File: src/rtl/mult_div_unit.sv
// Iterative MIPS-style HI/LO multiply/divide unit: one shift-add or restoring shift-subtract step per clock.
// The divider datapath is present only when MULT_DIV_UNIT_DIVIDE_EN is defined; otherwise DIV/DIVU are illegal.
module mult_div_unit #(
    parameter int unsigned DATA_WIDTH = 32
) (
    input  logic                  clk,
    input  logic                  reset,
    input  logic                  Start,
    input  logic [2:0]            Op,
    input  logic [DATA_WIDTH-1:0] A,
    input  logic [DATA_WIDTH-1:0] B,
    output logic                  Busy,
    output logic                  Done,
    output logic [DATA_WIDTH-1:0] HI,
    output logic [DATA_WIDTH-1:0] LO,
    output logic                  DivByZero,
    output logic                  IllegalOp
);

    localparam int unsigned W        = DATA_WIDTH;
    localparam logic [5:0]  LastIter = 6'(W - 1);

    localparam logic [2:0] OpMult  = 3'b000;
    localparam logic [2:0] OpMultu = 3'b001;
`ifdef MULT_DIV_UNIT_DIVIDE_EN
    localparam logic [2:0] OpDiv   = 3'b010;
    localparam logic [2:0] OpDivu  = 3'b011;
`endif
    localparam logic [2:0] OpMthi  = 3'b100;
    localparam logic [2:0] OpMtlo  = 3'b101;

    typedef enum logic [1:0] {StIdle, StRun, StFix} stateT;

    stateT          stateQ, stateD;
    logic [5:0]     cntQ, cntD;
    logic [W-1:0]   hiQ, hiD;
    logic [W-1:0]   loQ, loD;
    logic [W-1:0]   accHiQ, accHiD;
    logic [W-1:0]   accLoQ, accLoD;
    logic [W-1:0]   opAQ, opAD;
    logic           negResQ, negResD;
    logic           doneQ, doneD;
    logic           illegalQ, illegalD;

`ifdef MULT_DIV_UNIT_DIVIDE_EN
    logic           isDivQ, isDivD;
    logic           negRemQ, negRemD;
    logic           dbzQ, dbzD;
    logic [W-1:0]   aRawQ, aRawD;
    logic [W:0]     divShift;
    logic [W:0]     divDiff;
    logic [W-1:0]   quotFix;
    logic [W-1:0]   remFix;
`endif

    logic           opSigned;
    logic [W-1:0]   magA;
    logic [W-1:0]   magB;
    logic [W:0]     mulSum;
    logic [2*W-1:0] product;
    logic [2*W-1:0] productFix;

    // MULT and DIV (even opcodes) take signed operands; iterate on magnitudes.
    assign opSigned = ~Op[0];
    assign magA     = (opSigned && A[W-1]) ? -A : A;
    assign magB     = (opSigned && B[W-1]) ? -B : B;

    // accHi is the running partial product, accLo the multiplier shifting out as product bits shift in.
    assign mulSum     = {1'b0, accHiQ} + (accLoQ[0] ? {1'b0, opAQ} : '0);
    assign product    = {accHiQ, accLoQ};
    assign productFix = negResQ ? -product : product;

`ifdef MULT_DIV_UNIT_DIVIDE_EN
    // accHi is the partial remainder, accLo the dividend shifting out as quotient bits shift in.
    assign divShift = {accHiQ, accLoQ[W-1]};
    assign divDiff  = divShift - {1'b0, opAQ};
    assign quotFix  = negResQ ? -accLoQ : accLoQ;
    assign remFix   = negRemQ ? -accHiQ : accHiQ;
`endif

    always_comb begin
        stateD   = stateQ;
        cntD     = cntQ;
        hiD      = hiQ;
        loD      = loQ;
        accHiD   = accHiQ;
        accLoD   = accLoQ;
        opAD     = opAQ;
        negResD  = negResQ;
        doneD    = 1'b0;
        illegalD = 1'b0;
`ifdef MULT_DIV_UNIT_DIVIDE_EN
        isDivD   = isDivQ;
        negRemD  = negRemQ;
        dbzD     = dbzQ;
        aRawD    = aRawQ;
`endif

        case (stateQ)
            StIdle: begin
                if (Start) begin
                    case (Op)
                        OpMult, OpMultu: begin
                            stateD  = StRun;
                            cntD    = '0;
                            accHiD  = '0;
                            accLoD  = magB;
                            opAD    = magA;
                            negResD = opSigned & (A[W-1] ^ B[W-1]);
`ifdef MULT_DIV_UNIT_DIVIDE_EN
                            isDivD  = 1'b0;
                            dbzD    = 1'b0;
`endif
                        end
`ifdef MULT_DIV_UNIT_DIVIDE_EN
                        OpDiv, OpDivu: begin
                            stateD  = StRun;
                            cntD    = '0;
                            accHiD  = '0;
                            accLoD  = magA;
                            opAD    = magB;
                            negResD = opSigned & (A[W-1] ^ B[W-1]);
                            negRemD = opSigned & A[W-1];
                            isDivD  = 1'b1;
                            dbzD    = (B == '0);
                            aRawD   = A;
                        end
`endif
                        OpMthi:  hiD      = A;
                        OpMtlo:  loD      = A;
                        default: illegalD = 1'b1;
                    endcase
                end
            end

            StRun: begin
                cntD = cntQ + 6'd1;
                if (cntQ == LastIter) begin
                    stateD = StFix;
                end
`ifdef MULT_DIV_UNIT_DIVIDE_EN
                if (isDivQ) begin
                    // Borrow out of divDiff means the divisor did not fit: restore.
                    if (!divDiff[W]) begin
                        accHiD = divDiff[W-1:0];
                        accLoD = {accLoQ[W-2:0], 1'b1};
                    end else begin
                        accHiD = divShift[W-1:0];
                        accLoD = {accLoQ[W-2:0], 1'b0};
                    end
                end else begin
                    {accHiD, accLoD} = {mulSum, accLoQ[W-1:1]};
                end
`else
                {accHiD, accLoD} = {mulSum, accLoQ[W-1:1]};
`endif
            end

            StFix: begin
                stateD = StIdle;
                cntD   = '0;
                doneD  = 1'b1;
                hiD    = productFix[2*W-1:W];
                loD    = productFix[W-1:0];
`ifdef MULT_DIV_UNIT_DIVIDE_EN
                if (isDivQ) begin
                    if (dbzQ) begin
                        loD = '1;
                        hiD = aRawQ;
                    end else begin
                        loD = quotFix;
                        hiD = remFix;
                    end
                end
`endif
            end

            default: stateD = StIdle;
        endcase
    end

    always_ff @(posedge clk) begin
        if (reset) begin
            stateQ   <= StIdle;
            cntQ     <= '0;
            hiQ      <= '0;
            loQ      <= '0;
            accHiQ   <= '0;
            accLoQ   <= '0;
            opAQ     <= '0;
            negResQ  <= 1'b0;
            doneQ    <= 1'b0;
            illegalQ <= 1'b0;
`ifdef MULT_DIV_UNIT_DIVIDE_EN
            isDivQ   <= 1'b0;
            negRemQ  <= 1'b0;
            dbzQ     <= 1'b0;
            aRawQ    <= '0;
`endif
        end else begin
            stateQ   <= stateD;
            cntQ     <= cntD;
            hiQ      <= hiD;
            loQ      <= loD;
            accHiQ   <= accHiD;
            accLoQ   <= accLoD;
            opAQ     <= opAD;
            negResQ  <= negResD;
            doneQ    <= doneD;
            illegalQ <= illegalD;
`ifdef MULT_DIV_UNIT_DIVIDE_EN
            isDivQ   <= isDivD;
            negRemQ  <= negRemD;
            dbzQ     <= dbzD;
            aRawQ    <= aRawD;
`endif
        end
    end

    assign Busy      = (stateQ != StIdle);
    assign Done      = doneQ;
    assign HI        = hiQ;
    assign LO        = loQ;
    assign IllegalOp = illegalQ;
`ifdef MULT_DIV_UNIT_DIVIDE_EN
    assign DivByZero = dbzQ;
`else
    assign DivByZero = 1'b0;
`endif

endmodule

File: config.mk
export PLATFORM = sky130hd
export DESIGN_NAME = mult_div_unit
export DESIGN_NICKNAME = d
export VERILOG_FILES = /design/src/rtl/mult_div_unit.sv
export SDC_FILE = /design/constraint.sdc
export NUM_CORES = 1
export LEC_CHECK = 0
export CORE_UTILIZATION = 40
export CTS_BUF_LIST = sky130_fd_sc_hd__clkbuf_4
export DETAILED_ROUTE_END_ITERATION = 8
export GPL_ROUTABILITY_DRIVEN = 1
export MAX_ROUTING_LAYER = met4
export PLACE_DENSITY_LB_ADDON = 0.08
export SLEW_MARGIN = 5
export SYNTH_ARGS = -nofsm -noshare
export SYNTH_HDL_FRONTEND = slang
export SYNTH_SLANG_ARGS = --single-unit
File: constraint.sdc
create_clock -name clk -period 3.8 [get_ports clk]
set_clock_uncertainty 0.05 [all_clocks]
set_input_delay 0.38 -clock clk [delete_from_list [all_inputs] [get_ports clk]]
set_output_delay 0.38 -clock clk [all_outputs]
set_load 0.02 [all_outputs]
==> results.txt <==
Post-CTS Resized - 0
Unique masters post-synth - 71
adder-cell share of the synthesized area - 4.21%
Clock Latency Late Sink - 600 ps
Slew Viols, Final - 0
Synth Area in Compound Gates - 24.3%
Nets - 1602
CTS tree - yes
vias per cell - 5.82
number of port buffers - 136
Vias - 10941
Worst Reg-to-Reg Cells - 8
status - complete, no violations
final period utilization - 84.4%
number of remaining DRC errors - 0
Peak VDD IR - 147 uV
unrepaired setup endpoints after global routing - no
mean area per synthesized cell - 7.87 sq um
gpl congestion - 0.890
clock root cell - clkbuf_4
Netlist Area Pre-Place - 0.0112 sq mm
mux share of post-synthesis cell area - 2.97%
Finished Cell Area - 0.0131 sq mm
largest family of logic cells by synthesized area - compound AO/OA/AOI/OAI gates
crit path capture type - register
Setup violations, final - 0
YS warnings - 0
Avg WL per Cell - 20.2 microns
chip height - 169 microns
vias in the first global route - 10432
Post-DP Area - 0.0128 sq mm
Initial DRC Count - 960
async set or reset register ratio after synthesis - 0%
FF-to-FF End - HI[13]
DIE WIDTH - 169 microns
first-pass GRT wire length - 59.4 mm
crit path DAT - 3650 ps
die area - 0.0286 sq mm
Mapped Nets - 1525
WL final - 37.9 mm
DP HPWL - 28.2 mm
row cnt - 60
number of synthesized flops with an enable pin - 0
Rel. slew slack - 38.7%
Initial Util - 41.1%
xor/xnor share of the synthesized area - 10.6%
top_reg_cell synth - dfxtp_1
max-cap violations - 0
setup TNS - 0 ps
hold path depth - 2
TritonCTS Buffers - 17
fin crit period - 3210 ps
initial antenna violation count - 1
RR Startpoint - accLoQ[26]
PwrDens - 292 mW/mm^2
router iterations before antenna repair - 7
area delta synth->final - 17.8%
Num Clock Sinks - 171
actual slew at the worst max-slew pin - 915 ps
share of cells above drive strength 1 - 5.97%
f_max - 0.312 GHz
final hold vios - 0
Core ar. - 0.0272 sq mm
Cells after Synth - 1418
Hold-fix buffers, CTS - 0
P_leak - 4.67 nW
Ports - 138
worst hold endpoint - accLoQ[24]
CP required - 4240 ps
Clock H-tree levels - 4
grt ovf - 0
crit start category - register
Setup Crit Path Kind - reg -> reg
Simple-Gate Fraction of Synth Area - 22.7%
Worst Path Max Fanout - 8
setup slack, reg-to-reg - 590 ps
pin count of the biggest net entering global routing - 92
Seq/Total Area, Yosys - 30.7%
register bit total from synthesis - 171
Hold WC Path Type - in -> reg
GRT Util Overall - 27.6%
hold_sp - reset
post-CTS repair timing setup buffer count - 0
Max Root-Sink Buffers - 2
antenna viol nets, final - 0
Clock Pin Slew Worst Setup and Hold Paths - 190 ps
[per-stage QoR]
step | utilization [%] | cells | hold slack (ps) | worst slack (ps) | power (mW)
global route | 48.4 | 1881 | 222 | 312 | 4.00
CTS | 48.4 | 1880 | 195 | 588 | 3.85
floorplan | - | 1418 | 377 | 760 | 2.40
detailed placement | 47.3 | 1848 | 394 | 310 | 2.72
global placement | 47.3 | 1848 | 397 | 450 | 2.72
finish | 48.4 | 1881 | 239 | 592 | 3.83
[placed cells by master (no fill, tap or decap), drive strengths merged, types with 14 or more instances in the layout]
cell type and n:
a211oi 72, a21o 14, a21oi 72, a222oi 30
and2 34, buf 32, clkbuf 17, clkdlybuf4s50 135
dfxtp 171, ha 36, inv 28, mux2i 32
nand2 117, nand2b 19, nand3 22, nand4 17
nor2 176, nor3 30, nor4 17, o21ai 84
o31ai 26, o41ai 19, or3 28, or4 20
xnor2 84, xor2 51
[registers in the layout, indices dropped and copies added (netlist names)]
register and flops:
HI 32, LO 32, accHiQ 32, accLoQ 32, opAQ 32, cntQ 6, stateQ 2, Done 1
IllegalOp 1, negResQ 1
[how the worst max path moves through the flow]
stage / depth (start not counted) / end / slack [ps] / from
6_report: 8 / HI[13] / 590 / accLoQ[26]
5_1_grt: 8 / HI[13] / 310 / accLoQ[26]
4_1_cts: 8 / HI[13] / 590 / accLoQ[26]
3_5_place_dp: 9 / opAQ[17] / 310 / A[4]
3_3_place_gp: 8 / opAQ[29] / 450 / A[15]
2_1_floorplan: 13 / accHiQ[25] / 760 / accLoQ[0]
[Yosys cell counts, types with 29 or more instances]
library cell	n	area [sq um]
nor3_1	29	145
nand2_1	117	439
clkbuf_1	95	357
a222oi_1	30	300
nor2_1	176	661
and2_1	34	213
xnor2_1	84	736
a21oi_1	72	360
a211oi_1	72	541
ha_1	36	450
o21ai_0	84	420
dfxtp_1	171	3420
xor2_1	51	447
mux2i_1	32	320
[layer usage]
layer | share of wire, % | up-vias | track usage (%)
met5 | 0 | - | -
met4 | 1.9 | 0 | 7.01
met3 | 4.8 | 39 | 3.79
met2 | 46 | 302 | 42.9
met1 | 48 | 5235 | 37.5
li1 | - | 5365 | -
[worst max-delay path: stages, from the launching register on]
cell and delay [ps]:
dfxtp_1 440, or4_4 580, or2_1 340, or3_1 490, or4_4 500, nor2_1 110
nor2_1 60, xnor2_1 130, a2111oi_0 400
[cell families (layout without fill, tap and decap cells)]
group | after synthesis | in the layout
DFF | 171 | 171
other | 1 | 2
adders and majority gates | 37 | 37
AOI/OAI and AO/OA | 393 | 393
xor gates and xnor gates | 135 | 135
and+or+nand+nor | 518 | 518
muxes | 33 | 33
buffers and inverters | 130 | 220
[power by group]
| part | switching, mW | internal [mW] | leakage, nW | total, mW |
|---|---|---|---|---|
| Combinational | 0.482 | 0.314 | 3.12 | 0.796 |
| Sequential | 0.0516 | 1.85 | 1.39 | 1.90 |
| Clock | 0.827 | 0.312 | 0.163 | 1.14 |
| Total | 1.36 | 2.47 | 4.67 | 3.83 |
[cell type report]
class | count | area (sq um)
Antenna cell | 1 | 2.50
Multi-Input combinational cell | 1117 | 7270
Sequential cell | 171 | 3420
Fill cell | 2747 | 14000
Tap cell | 372 | 465
Timing Repair Buffer | 167 | 1600
Clock buffer | 17 | 128
Inverter | 21 | 78.8
Clock inverter | 15 | 175
(Power assumes the default switching activity.)
